`src/rtl/spi_regfile.sv`:
```
// SPI mode-0 register-file peripheral: synchronised pins, write commit with
// framing validation, and register read-back on cipo during the data phase.
module spi_regfile #(
  parameter int unsigned       NUM_REGS    = 5,
  parameter int unsigned       DATA_W      = 8,
  parameter int unsigned       ADDR_W      = 7,
  parameter int unsigned       SYNC_STAGES = 2,
  parameter logic [DATA_W-1:0] RESET_VAL   = '0
) (
  input  logic                         clk,
  input  logic                         rst_n,
  input  logic                         sclk,
  input  logic                         copi,
  input  logic                         ncs,
  output logic                         cipo,
  output logic                         cipo_oe,
  output logic [NUM_REGS*DATA_W-1:0]   regs_flat,
  output logic                         wr_pulse,
  output logic [ADDR_W-1:0]            wr_addr,
  output logic                         frame_err
);

  localparam int unsigned      FRAME_LEN  = 1 + ADDR_W + DATA_W;
  localparam int unsigned      CNT_W      = $clog2(FRAME_LEN + 1);
  localparam logic [CNT_W-1:0] CMD_LAST   = CNT_W'(ADDR_W);
  localparam logic [CNT_W-1:0] DATA_LAST  = CNT_W'(FRAME_LEN - 1);
  localparam logic [ADDR_W:0]  NUM_REGS_W = (ADDR_W + 1)'(NUM_REGS);

  typedef enum logic [2:0] {
    ST_IDLE,
    ST_CMD,
    ST_DATA,
    ST_FULL,
    ST_OVER
  } state_e;

  logic [SYNC_STAGES-1:0] sclk_sync_q, sclk_sync_d;
  logic [SYNC_STAGES-1:0] copi_sync_q, copi_sync_d;
  logic [SYNC_STAGES-1:0] ncs_sync_q,  ncs_sync_d;
  logic                   sclk_dly_q,  sclk_dly_d;
  logic                   ncs_dly_q,   ncs_dly_d;

  state_e                            state_q, state_d;
  logic [CNT_W-1:0]                  cnt_q, cnt_d;
  logic [FRAME_LEN-1:0]              frame_q, frame_d;
  logic [DATA_W-1:0]                 sout_q, sout_d;
  logic                              first_fall_q, first_fall_d;
  logic                              cipo_oe_q, cipo_oe_d;
  logic [NUM_REGS-1:0][DATA_W-1:0]   regs_q, regs_d;
  logic                              wr_pulse_q, wr_pulse_d;
  logic [ADDR_W-1:0]                 wr_addr_q, wr_addr_d;
  logic                              frame_err_q, frame_err_d;

  logic                 sclk_s, copi_s, ncs_s;
  logic                 sclk_rise, sclk_fall, ncs_rise, ncs_fall;
  logic [FRAME_LEN-1:0] frame_shift;
  logic [ADDR_W-1:0]    rd_addr;
  logic [DATA_W-1:0]    rd_word;
  logic                 f_rw;
  logic [ADDR_W-1:0]    f_addr;
  logic [DATA_W-1:0]    f_data;
  logic                 f_addr_ok;

  always_comb begin
    sclk_sync_d = {sclk_sync_q[SYNC_STAGES-2:0], sclk};
    copi_sync_d = {copi_sync_q[SYNC_STAGES-2:0], copi};
    ncs_sync_d  = {ncs_sync_q[SYNC_STAGES-2:0], ncs};
    sclk_dly_d  = sclk_sync_q[SYNC_STAGES-1];
    ncs_dly_d   = ncs_sync_q[SYNC_STAGES-1];
  end

  assign sclk_s    = sclk_sync_q[SYNC_STAGES-1];
  assign copi_s    = copi_sync_q[SYNC_STAGES-1];
  assign ncs_s     = ncs_sync_q[SYNC_STAGES-1];
  assign sclk_rise = sclk_s & ~sclk_dly_q;
  assign sclk_fall = ~sclk_s & sclk_dly_q;
  assign ncs_rise  = ncs_s & ~ncs_dly_q;
  assign ncs_fall  = ~ncs_s & ncs_dly_q;

  // Frame word is {rw, addr, data}; the address is taken from the shifted
  // value so the read-back word is fetched on the edge of the last address bit.
  assign frame_shift = {frame_q[FRAME_LEN-2:0], copi_s};
  assign rd_addr     = frame_shift[ADDR_W-1:0];
  assign f_rw        = frame_q[FRAME_LEN-1];
  assign f_addr      = frame_q[DATA_W +: ADDR_W];
  assign f_data      = frame_q[DATA_W-1:0];
  assign f_addr_ok   = {1'b0, f_addr} < NUM_REGS_W;

  always_comb begin
    rd_word = '0;
    for (int unsigned k = 0; k < NUM_REGS; k++) begin
      if (rd_addr == ADDR_W'(k)) rd_word = regs_q[k];
    end
  end

  always_comb begin
    state_d      = state_q;
    cnt_d        = cnt_q;
    frame_d      = frame_q;
    sout_d       = sout_q;
    first_fall_d = first_fall_q;
    cipo_oe_d    = cipo_oe_q;
    regs_d       = regs_q;
    wr_pulse_d   = 1'b0;
    wr_addr_d    = wr_addr_q;
    frame_err_d  = 1'b0;

    if (ncs_fall) begin
      state_d   = ST_CMD;
      cnt_d     = '0;
      frame_d   = '0;
      cipo_oe_d = 1'b0;
    end else if (ncs_rise) begin
      if (state_q != ST_IDLE) begin
        state_d   = ST_IDLE;
        cipo_oe_d = 1'b0;
        if (state_q == ST_FULL) begin
          if (f_rw) begin
            if (f_addr_ok) begin
              for (int unsigned k = 0; k < NUM_REGS; k++) begin
                if (f_addr == ADDR_W'(k)) regs_d[k] = f_data;
              end
              wr_pulse_d = 1'b1;
              wr_addr_d  = f_addr;
            end else begin
              frame_err_d = 1'b1;
            end
          end
        end else begin
          frame_err_d = 1'b1;
        end
      end
    end else begin
      case (state_q)
        ST_CMD: begin
          if (sclk_rise) begin
            frame_d = frame_shift;
            cnt_d   = cnt_q + CNT_W'(1);
            if (cnt_q == CMD_LAST) begin
              state_d      = ST_DATA;
              first_fall_d = 1'b1;
              if (!frame_shift[ADDR_W]) begin
                cipo_oe_d = 1'b1;
                sout_d    = rd_word;
              end
            end
          end
        end
        ST_DATA: begin
          if (sclk_rise) begin
            frame_d = frame_shift;
            cnt_d   = cnt_q + CNT_W'(1);
            if (cnt_q == DATA_LAST) state_d = ST_FULL;
          end else if (sclk_fall) begin
            // MSB is already on cipo for the first data sample, so hold once.
            if (first_fall_q) first_fall_d = 1'b0;
            else              sout_d       = sout_q << 1;
          end
        end
        ST_FULL: begin
          if (sclk_rise) begin
            state_d   = ST_OVER;
            cipo_oe_d = 1'b0;
          end
        end
        default: ;
      endcase
    end
  end

  always_ff @(posedge clk or negedge rst_n) begin
    if (!rst_n) begin
      sclk_sync_q  <= '0;
      copi_sync_q  <= '0;
      ncs_sync_q   <= '1;
      sclk_dly_q   <= 1'b0;
      ncs_dly_q    <= 1'b1;
      state_q      <= ST_IDLE;
      cnt_q        <= '0;
      frame_q      <= '0;
      sout_q       <= '0;
      first_fall_q <= 1'b0;
      cipo_oe_q    <= 1'b0;
      regs_q       <= {NUM_REGS{RESET_VAL}};
      wr_pulse_q   <= 1'b0;
      wr_addr_q    <= '0;
      frame_err_q  <= 1'b0;
    end else begin
      sclk_sync_q  <= sclk_sync_d;
      copi_sync_q  <= copi_sync_d;
      ncs_sync_q   <= ncs_sync_d;
      sclk_dly_q   <= sclk_dly_d;
      ncs_dly_q    <= ncs_dly_d;
      state_q      <= state_d;
      cnt_q        <= cnt_d;
      frame_q      <= frame_d;
      sout_q       <= sout_d;
      first_fall_q <= first_fall_d;
      cipo_oe_q    <= cipo_oe_d;
      regs_q       <= regs_d;
      wr_pulse_q   <= wr_pulse_d;
      wr_addr_q    <= wr_addr_d;
      frame_err_q  <= frame_err_d;
    end
  end

  assign cipo      = cipo_oe_q & sout_q[DATA_W-1];
  assign cipo_oe   = cipo_oe_q;
  assign regs_flat = regs_q;
  assign wr_pulse  = wr_pulse_q;
  assign wr_addr   = wr_addr_q;
  assign frame_err = frame_err_q;

endmodule

```
`config.mk`:
```
export PLATFORM = sky130hd
export DESIGN_NAME = spi_regfile
export DESIGN_NICKNAME = d
export VERILOG_FILES = /design/src/rtl/spi_regfile.sv
export SDC_FILE = /design/constraint.sdc
export NUM_CORES = 1
export LEC_CHECK = 0
export CAP_MARGIN = 0
export CORE_MARGIN = 3
export CORE_UTILIZATION = 35
export CTS_CLUSTER_SIZE = 25
export DETAILED_ROUTE_END_ITERATION = 10
export PLACE_DENSITY_LB_ADDON = 0.1
export SLEW_MARGIN = 20
export SYNTH_ARGS = -nofsm -noshare
export SYNTH_HDL_FRONTEND = slang
export SYNTH_SLANG_ARGS = --single-unit
```
`constraint.sdc`:
```
create_clock -name clk -period 6.8 [get_ports clk]
set_input_delay 1.02 -clock clk [delete_from_list [all_inputs] [get_ports clk]]
set_output_delay 1.02 -clock clk [all_outputs]
set_load 0.005 [all_outputs]
```
# Word level (Yosys, flattened, before mapping)
# Cells that the tools add are included.
# classes
n_reduce_logical	20
addsub	1
n_lt_le_gt_ge	1
bitwise	11
muxes	54
eq_ne	27
# ops
operator	count
two-way mux 8 bit	11
two-way mux 16 bit	4
AND reduction 7 bit	7
== test 7 x 2 -> 1 bit, second input constant	4
two-way mux 3 bit	8
inequality test 4 bit, second input constant	6
two-way mux 1 bit	23
two-way mux 5 bit	4
case mux 8 bit (2 select lines)	1
== test 7 x 1 -> 1 bit, second input constant	2
== test 7 x 3 -> 1 bit, second input constant	2
logical NOT 7 bit	2
inequality test 2 bit, second input constant	6
AND reduction 6 bit	2
case mux 3 bit (3 select lines)	1
AND reduction 9 bit	1
less-than comparator 7 x 3 -> 1 bit, second input constant	1
== test 3 x 2 -> 1 bit, second input constant	2
inverter 1 bit	6
nonzero test 2 bit	3
adder 5 x 1 -> 5 bit, second input constant	1
bitwise AND 1 bit	5
== test 5 x 3 -> 1 bit, second input constant	1
== test 5 x 4 -> 1 bit, second input constant	1
other kinds (9)	10
# word_totals
wordCells	133
regBits	91

# Longest topological paths before layout
# Gate-level depths: netlist (run 1).
# depth
word_depth	10
depth_mapped	7

# Worst setup path after synthesis (run 1)
# OpenSTA, ideal clock, no wires.
# synth_path
kind	register to register
from	register ncs_sync_q[1]
to	register regs_q, in the netlist regs_flat[24]
path_stages_with_launch	8
setup_time_ps	125
t_arrival_ps	2089
t_required_ps	6675
slack_ps	4587
period_less_slack_ps	2213
path_cell_list	dfstp_2 -> inv_1 -> ha_1 -> nand2b_1 -> nor4_2 -> and4b_1 -> buf_2 -> mux2_2
# synth_between
elab_chain_len	4
# synth_rtl
element	line	source
start: declaration	39	logic [SYNC_STAGES-1:0] ncs_sync_q, ncs_sync_d;
start signal: assignment	191	ncs_sync_q <= ncs_sync_d;
inverter 1 bit	78	assign ncs_fall = ~ncs_s & ncs_dly_q;
bitwise AND 1 bit	78	
inverter 1 bit (no line)	-	
AND reduction 7 bit (no line) *	-	
end signal: assignment	184	regs_q <= {NUM_REGS{RESET_VAL}};
end signal: assignment	200	regs_q <= regs_d;
end: declaration	49	logic [NUM_REGS-1:0][DATA_W-1:0] regs_q, regs_d;
# Every way passes the cells marked *; elsewhere a longest branch is shown, timed or not.
# A chain may end at the register's enable or synchronous reset.

# Worst setup path after layout (run 1)
# layout_path
from	register ncs_sync_q[1]
to	register regs_q, in the netlist regs_flat[31]
# Same word-level chain as after synthesis.

==> results of run 1 <==
## registers in the layout (all words and copies together) (netlist names)
name          flops
state_q           3
regs_flat        40
cnt_q             5
wr_pulse          1
frame_err         1
sclk_dly_q        1
copi_sync_q       2
sout_q            8
ncs_sync_q        2
ncs_dly_q         1
frame_q          16
wr_addr           7
first_fall_q      1
sclk_sync_q       2
cipo_oe           1
## worst paths after layout
| kind | to | slack (ns) | cells past startpoint |
|---|---|---|---|
| worst min register to register | copi_sync_q[1] | 0.35 | 0 |
| max in group asynchronous | cnt_q[1] | 5.08 | 2 |
| worst max-delay path | regs_flat[31] | 3.96 | 6 |
| worst min-delay path | copi_sync_q[1] | 0.35 | 0 |
| worst max register to register | regs_flat[31] | 3.96 | 6 |
| min in group asynchronous | copi_sync_q[1] | 0.59 | 1 |
## cell families (layout without fill, tap and decap cells)
group                    after synthesis  count (layout)  share of synthesized area (%)
adder cells (fa/ha/maj)                5               5                           1.46
XOR/XNOR                               1               1                          0.204
buffers and inverters                 32              84                           3.01
multiplexers                          79              79                           21.2
AO/OA/AOI/OAI                         46              46                           7.76
AND/OR/NAND/NOR                       86              86                           13.2
flip-flops                            91              91                           53.2
## where the power goes
| part | switching, mW | total (mW) | internal (mW) |
|---|---|---|---|
| Sequential | 0.133 | 0.742 | 0.609 |
| Clock | 0.216 | 0.511 | 0.295 |
| Combinational | 0.180 | 0.351 | 0.171 |
| Total | 0.529 | 1.60 | 1.07 |
## routing by layer
| layer | track usage, % | vias up | part of all wire, % |
|---|---|---|---|
| met4 | 3.90 | 0 | 1.1 |
| met3 | 4.97 | 10 | 4.0 |
| met1 | 22.8 | 1468 | 51 |
| met5 | 0 | - | 0 |
| met2 | 24.0 | 65 | 44 |
| li1 | - | 1331 | - |
## cells in the mapped netlist, types with 4 or more instances
| master | count |
|---|---|
| nor4b_1 | 8 |
| o21ai_0 | 10 |
| nor3b_1 | 9 |
| mux2_2 | 66 |
| nor2b_1 | 19 |
| buf_2 | 4 |
| inv_1 | 11 |
| mux2i_1 | 9 |
| dfrtp_1 | 88 |
| ha_1 | 5 |
| a21oi_1 | 4 |
| nand2_1 | 9 |
| a221o_1 | 7 |
| clkbuf_1 | 14 |
| nand3_1 | 4 |
| o22ai_1 | 10 |
| nor2_1 | 7 |
| and2_1 | 6 |
## worst max-delay path, delay by kind of cell (launching register included)
kind                     cells  cell delay, ns
AND/OR/NAND/NOR              3            1.23
flip-flops                   1            0.56
adder cells (fa/ha/maj)      1            0.51
multiplexers                 1            0.38
buffers and inverters        1            0.05
## through the flow
step                      utilization [%]  power (mW)  instance area [um^2]  cells
after floorplan                         -       0.983                  4290    340
after global placement               42.2        1.10                  4940    519
after detailed placement             42.2        1.11                  4940    519
after CTS                            44.8        1.62                  5250    535
after global routing                 44.8        1.70                  5250    535
final                                44.8        1.60                  5250    535
## cell type report
class                   instances  area [um^2]  share of cell area, %
clock buffers                  10          239                   4.56
clock inverters                 6         63.8                   1.22
inverters                      11         41.3                  0.787
multi-input cells             217         1880                   35.8
flip-flops and latches         91         2280                   43.5
well taps                     143          179                   3.41
repair buffers                 57          563                   10.7
==> flow_summary_export.csv, run 1 <==
group,metric,value,unit
synth,syn_avg_cell_area,12.6,um^2
synth,synth_area_leader_cell,"dfrtp_1",
floorplan,die_w,117,um
placement,gp_congestion,0.759,
routing,vias,2874,
clocking,h-tree-depth,3,
sta,worstMarginPinSlew,0.929,ns
global_route,grt_first_pass_wirelength,16.4,mm
worst_setup_path,path_max_fanout,25,
clocking,root_buffer,"clkbuf_16",
floorplan,coreArea,11700,um^2
placement,dpl.hpwl,6.72,mm
global_route,grt_start_max_net_pins,65,
synth,synth_ff_type,"dfrtp_1",
routing,drc,0,
sta,maxSlewViolCount,0,
cells_and_area,n_fill_cell,1114,
cells_and_area,antennaDiodeCount,0,
global_route,antenna_found_initial,0,
global_route,grt_pass1_vias,2951,
floorplan,start_util,36.6,%
floorplan,dieArea,13600,um^2
sta,grt_setup_unrepaired,"no",
synth,ys_ff_latch,91,
floorplan,io-pin-count,56,
cells_and_area,final_layout_size_suffix_gt1_share,25.8,%
sta,finClkSkew,0.00770,ns
clocking,insertion_delay,0.35,ns
synth,synthCells,340,
clocking,tritoncts,"yes",
power,ir_drop,0.178,mV
sta,slew_headroom,38.1,%
worst_hold_path,min_path_type,"reg2reg",
clocking,clkTransAtPathRegs,0.07,ns
worst_setup_path,critical_path.slowest_cell,"dfstp_2",
global_route,overflow,0,
sta,finalWorstSetupSlack,3.96,ns
clocking,ctsHoldBuffers,0,
worst_setup_path,cp.arrival,3.07,ns
synth,ys_seq_area_share,53.2,%
routing,dr.pass1.iters,4,
run_status,status,"completed",
worst_setup_path,r2r_start,"ncs_sync_q[1]",
cells_and_area,layout_common_cells,"dfrtp_1 (88), mux2_2 (66), clkdlybuf4s50_1 (54)",
worst_setup_path,critPathRequiredTime,7.04,ns
routing,drtAntennaViolNets,0,
routing,wl_per_cell,18.8,um
sta,finalSetupViolations,0,
clocking,ctsLongestPathBuffers,2,
sta,final.min_clock_period,2.84,ns
worst_setup_path,path_cells,"inv_1 > ha_1 > nand2b_1 > nor4_2 > and4b_1 > mux2_2",
synth,syn-cell-area,4290,um^2
sta,max_freq,0.352,GHz
sta,final_hold_viol_count,0,
job,maxCapViolCount,0,
synth,synth-edff-count,0,
synth,yosysWarnings,0,
synth,async_flop_share,100,%
worst_setup_path,slowest_delay,0.56,ns
worst_setup_path,cp-end-kind,"register",
placement,port_buffers,55,
worst_setup_path,crit_start,"ncs_sync_q[1]",
global_route,track_usage,16.1,%
synth,synth_area_leaders,"dfrtp_1 (51%), mux2_2 (17%), nor2b_1 (2.8%), mux2i_1 (2.1%), dfstp_2 (1.8%)",
power,power.leakage,2.37,nW
cells_and_area,nNetsFinal,397,
sta,fin_crit_sh,41.7,%
clocking,cts_resized,0,
clocking,cts_buffers,9,
synth,synthDistinctLibCells,56,
floorplan,die_y,117,um
placement,pre_cts_slack,3.96,ns
routing,routed_via_density,5.37,
floorplan,num_rows,39,
worst_hold_path,min_from,"copi_sync_q[0]",
worst_setup_path,crit_type,"reg2reg",
sta,hold_slack,0.349,ns
routing,drt_iter0_drc,166,
cells_and_area,area_growth,22.3,%
sta,timing.setup.tns,0,ns
clocking,cts_sinks,91,
cells_and_area,final_common_cell,"dfrtp_1",
synth,synth_top_cell_area_share,51.4,%
routing,wl,10.0,mm
clocking,post_cts_buffers,0,
synth,synth_nets,350,
power,power.density,306,nW/um^2
worst_setup_path,start_kind,"register",
(Power assumes the default switching activity.)
==> run 2: changes to the inputs <==
==> constraint.sdc (replaced) <==
create_clock -name clk -period 2.6 [get_ports clk]
set_input_delay 0.39 -clock clk [delete_from_list [all_inputs] [get_ports clk]]
set_output_delay 0.39 -clock clk [all_outputs]
set_load 0.005 [all_outputs]
==> flow_summary_export.csv, run 2 (same netlist as run 1, synthesis figures left out) <==
group,metric,value,unit
sta,finClkSkew,0.00945,ns
clocking,insertion_delay,0.34,ns
cells_and_area,design_area,5370,um^2
global_route,grt_first_pass_wirelength,16.4,mm
routing,routed_via_density,5.21,
sta,final.min_clock_period,2.37,ns
worst_setup_path,cp-end-kind,"register",
floorplan,io-pin-count,56,
clocking,clkTransAtPathRegs,0.06,ns
power,total_power,4.39,mW
sta,finalWorstSetupSlack,0.234,ns
routing,wl,9.99,mm
cells_and_area,nNetsFinal,406,
power,power.leakage,2.44,nW
sta,grt_setup_unrepaired,"no",
routing,dr.pass1.iters,4,
sta,fin_crit_sh,91.0,%
sta,final_hold_viol_count,0,
sta,worstMarginPinSlew,0.847,ns
floorplan,num_rows,39,
cells_and_area,area_growth,25.2,%
worst_setup_path,path_max_fanout,8,
floorplan,die_y,117,um
cells_and_area,antennaDiodeCount,0,
clocking,post_cts_buffers,0,
placement,pre_cts_slack,0.229,ns
floorplan,start_util,36.6,%
worst_setup_path,cp.arrival,2.59,ns
global_route,overflow,0,
routing,wl_per_cell,18.4,um
placement,dpl.hpwl,6.96,mm
cells_and_area,layout_common_cells,"dfrtp_1 (88), mux2_2 (66), clkdlybuf4s50_1 (54)",
routing,drtAntennaViolNets,0,
placement,port_buffers,55,
sta,slew_headroom,43.6,%
clocking,ctsHoldBuffers,0,
cells_and_area,post-route-util,45.9,%
routing,drt_iter0_drc,106,
worst_setup_path,crit_type,"reg2reg",
placement,place_area,5030,um^2
worst_setup_path,slowest_delay,0.56,ns
routing,drc,0,
cells_and_area,largest_reg_flops,40,
cells_and_area,final_common_cell,"dfrtp_1",
global_route,antenna_found_initial,0,
clocking,root_buffer,"clkbuf_16",
sta,hold_slack,0.0212,ns
clocking,h-tree-depth,3,
global_route,grt_start_max_net_pins,38,
global_route,track_usage,16.1,%
worst_setup_path,critPathRequiredTime,2.83,ns
sta,timing.setup.tns,0,ns
worst_setup_path,path_cells,"inv_1 > ha_1 > nand2b_1 > nor4_2 > and4b_1 > mux2_2",
run_status,status,"completed",
floorplan,coreArea,11700,um^2
floorplan,die_w,117,um
sta,max_freq,0.423,GHz
power,power.density,818,nW/um^2
clocking,cts_buffers,9,
sta,maxSlewViolCount,0,
clocking,cts_sinks,91,
placement,post-place-cells,528,
cells_and_area,n_fill_cell,1096,
placement,gp_congestion,0.836,
cells_and_area,final_cells,544,
floorplan,dieArea,13600,um^2
power,ir_drop,0.435,mV
worst_hold_path,min_path_type,"in2async",
clocking,tritoncts,"yes",
routing,vias,2835,
job,maxCapViolCount,0,
clocking,cts_resized,0,
clocking,ctsLongestPathBuffers,2,
sta,finalSetupViolations,0,
worst_setup_path,start_kind,"register",
cells_and_area,final_layout_size_suffix_gt1_share,26.7,%
worst_setup_path,critical_path.slowest_cell,"dfstp_2",
global_route,grt_pass1_vias,2897,
[run 2: cell count changes in the layout (fill, tap and decap cells not counted)]
cell	previous run	this run
buf_4	3	10
clkbuf_1	0	3
buf_12	0	2
bufinv_16	1	3
clkinv_2	2	0
clkinvlp_4	2	0
clkbuf_8	1	0
[run 2: layer usage]
| layer | vias to the layer above | wire (um) | global-route usage, % |
|---|---|---|---|
| li1 | 1352 | - | - |
| met5 | - | 0 | 0 |
| met1 | 1419 | 5090 | 24.3 |
| met3 | 6 | 425 | 4.97 |
| met2 | 58 | 4370 | 22.4 |
| met4 | 0 | 98 | 3.90 |
[run 2: worst max-delay path, delay by kind of cell, from the launching register on]
| family | cells | cell delay [ns] |
|---|---|---|
| adders and majority gates | 1 | 0.19 |
| and+or+nand+nor | 3 | 1.07 |
| muxes | 1 | 0.38 |
| DFF | 1 | 0.56 |
| buffers and inverters | 1 | 0.05 |
[run 2: power by group]
part	internal, mW	switching (mW)
Combinational	0.497	0.558
Sequential	1.59	0.269
Clock	0.944	0.529
Total	3.04	1.36
[run 2: final timing paths]
check | from | slack, ns | depth (start not counted) | to
worst max-delay path | ncs_sync_q[1] | 0.23 | 6 | regs_flat[31]
worst min-delay path | rst_n | 0.02 | 1 | copi_sync_q[1]
worst max register to register | ncs_sync_q[1] | 0.23 | 6 | regs_flat[31]
worst min register to register | copi_sync_q[0] | 0.35 | 0 | copi_sync_q[1]
max in group asynchronous | rst_n | 1.93 | 2 | regs_flat[32]
min in group clk | copi_sync_q[0] | 0.35 | 0 | copi_sync_q[1]
[run 2: cell type report]
| class | instances | area [um^2] | share of cell area [%] |
|---|---|---|---|
| Sequential cell | 91 | 2280 | 42.5 |
| Inverter | 11 | 41.3 | 0.769 |
| Clock inverter | 4 | 98.8 | 1.84 |
| Timing Repair Buffer | 66 | 656 | 12.2 |
| Tap cell | 143 | 179 | 3.33 |
| Clock buffer | 12 | 236 | 4.40 |
| Multi-Input combinational cell | 217 | 1880 | 35.0 |
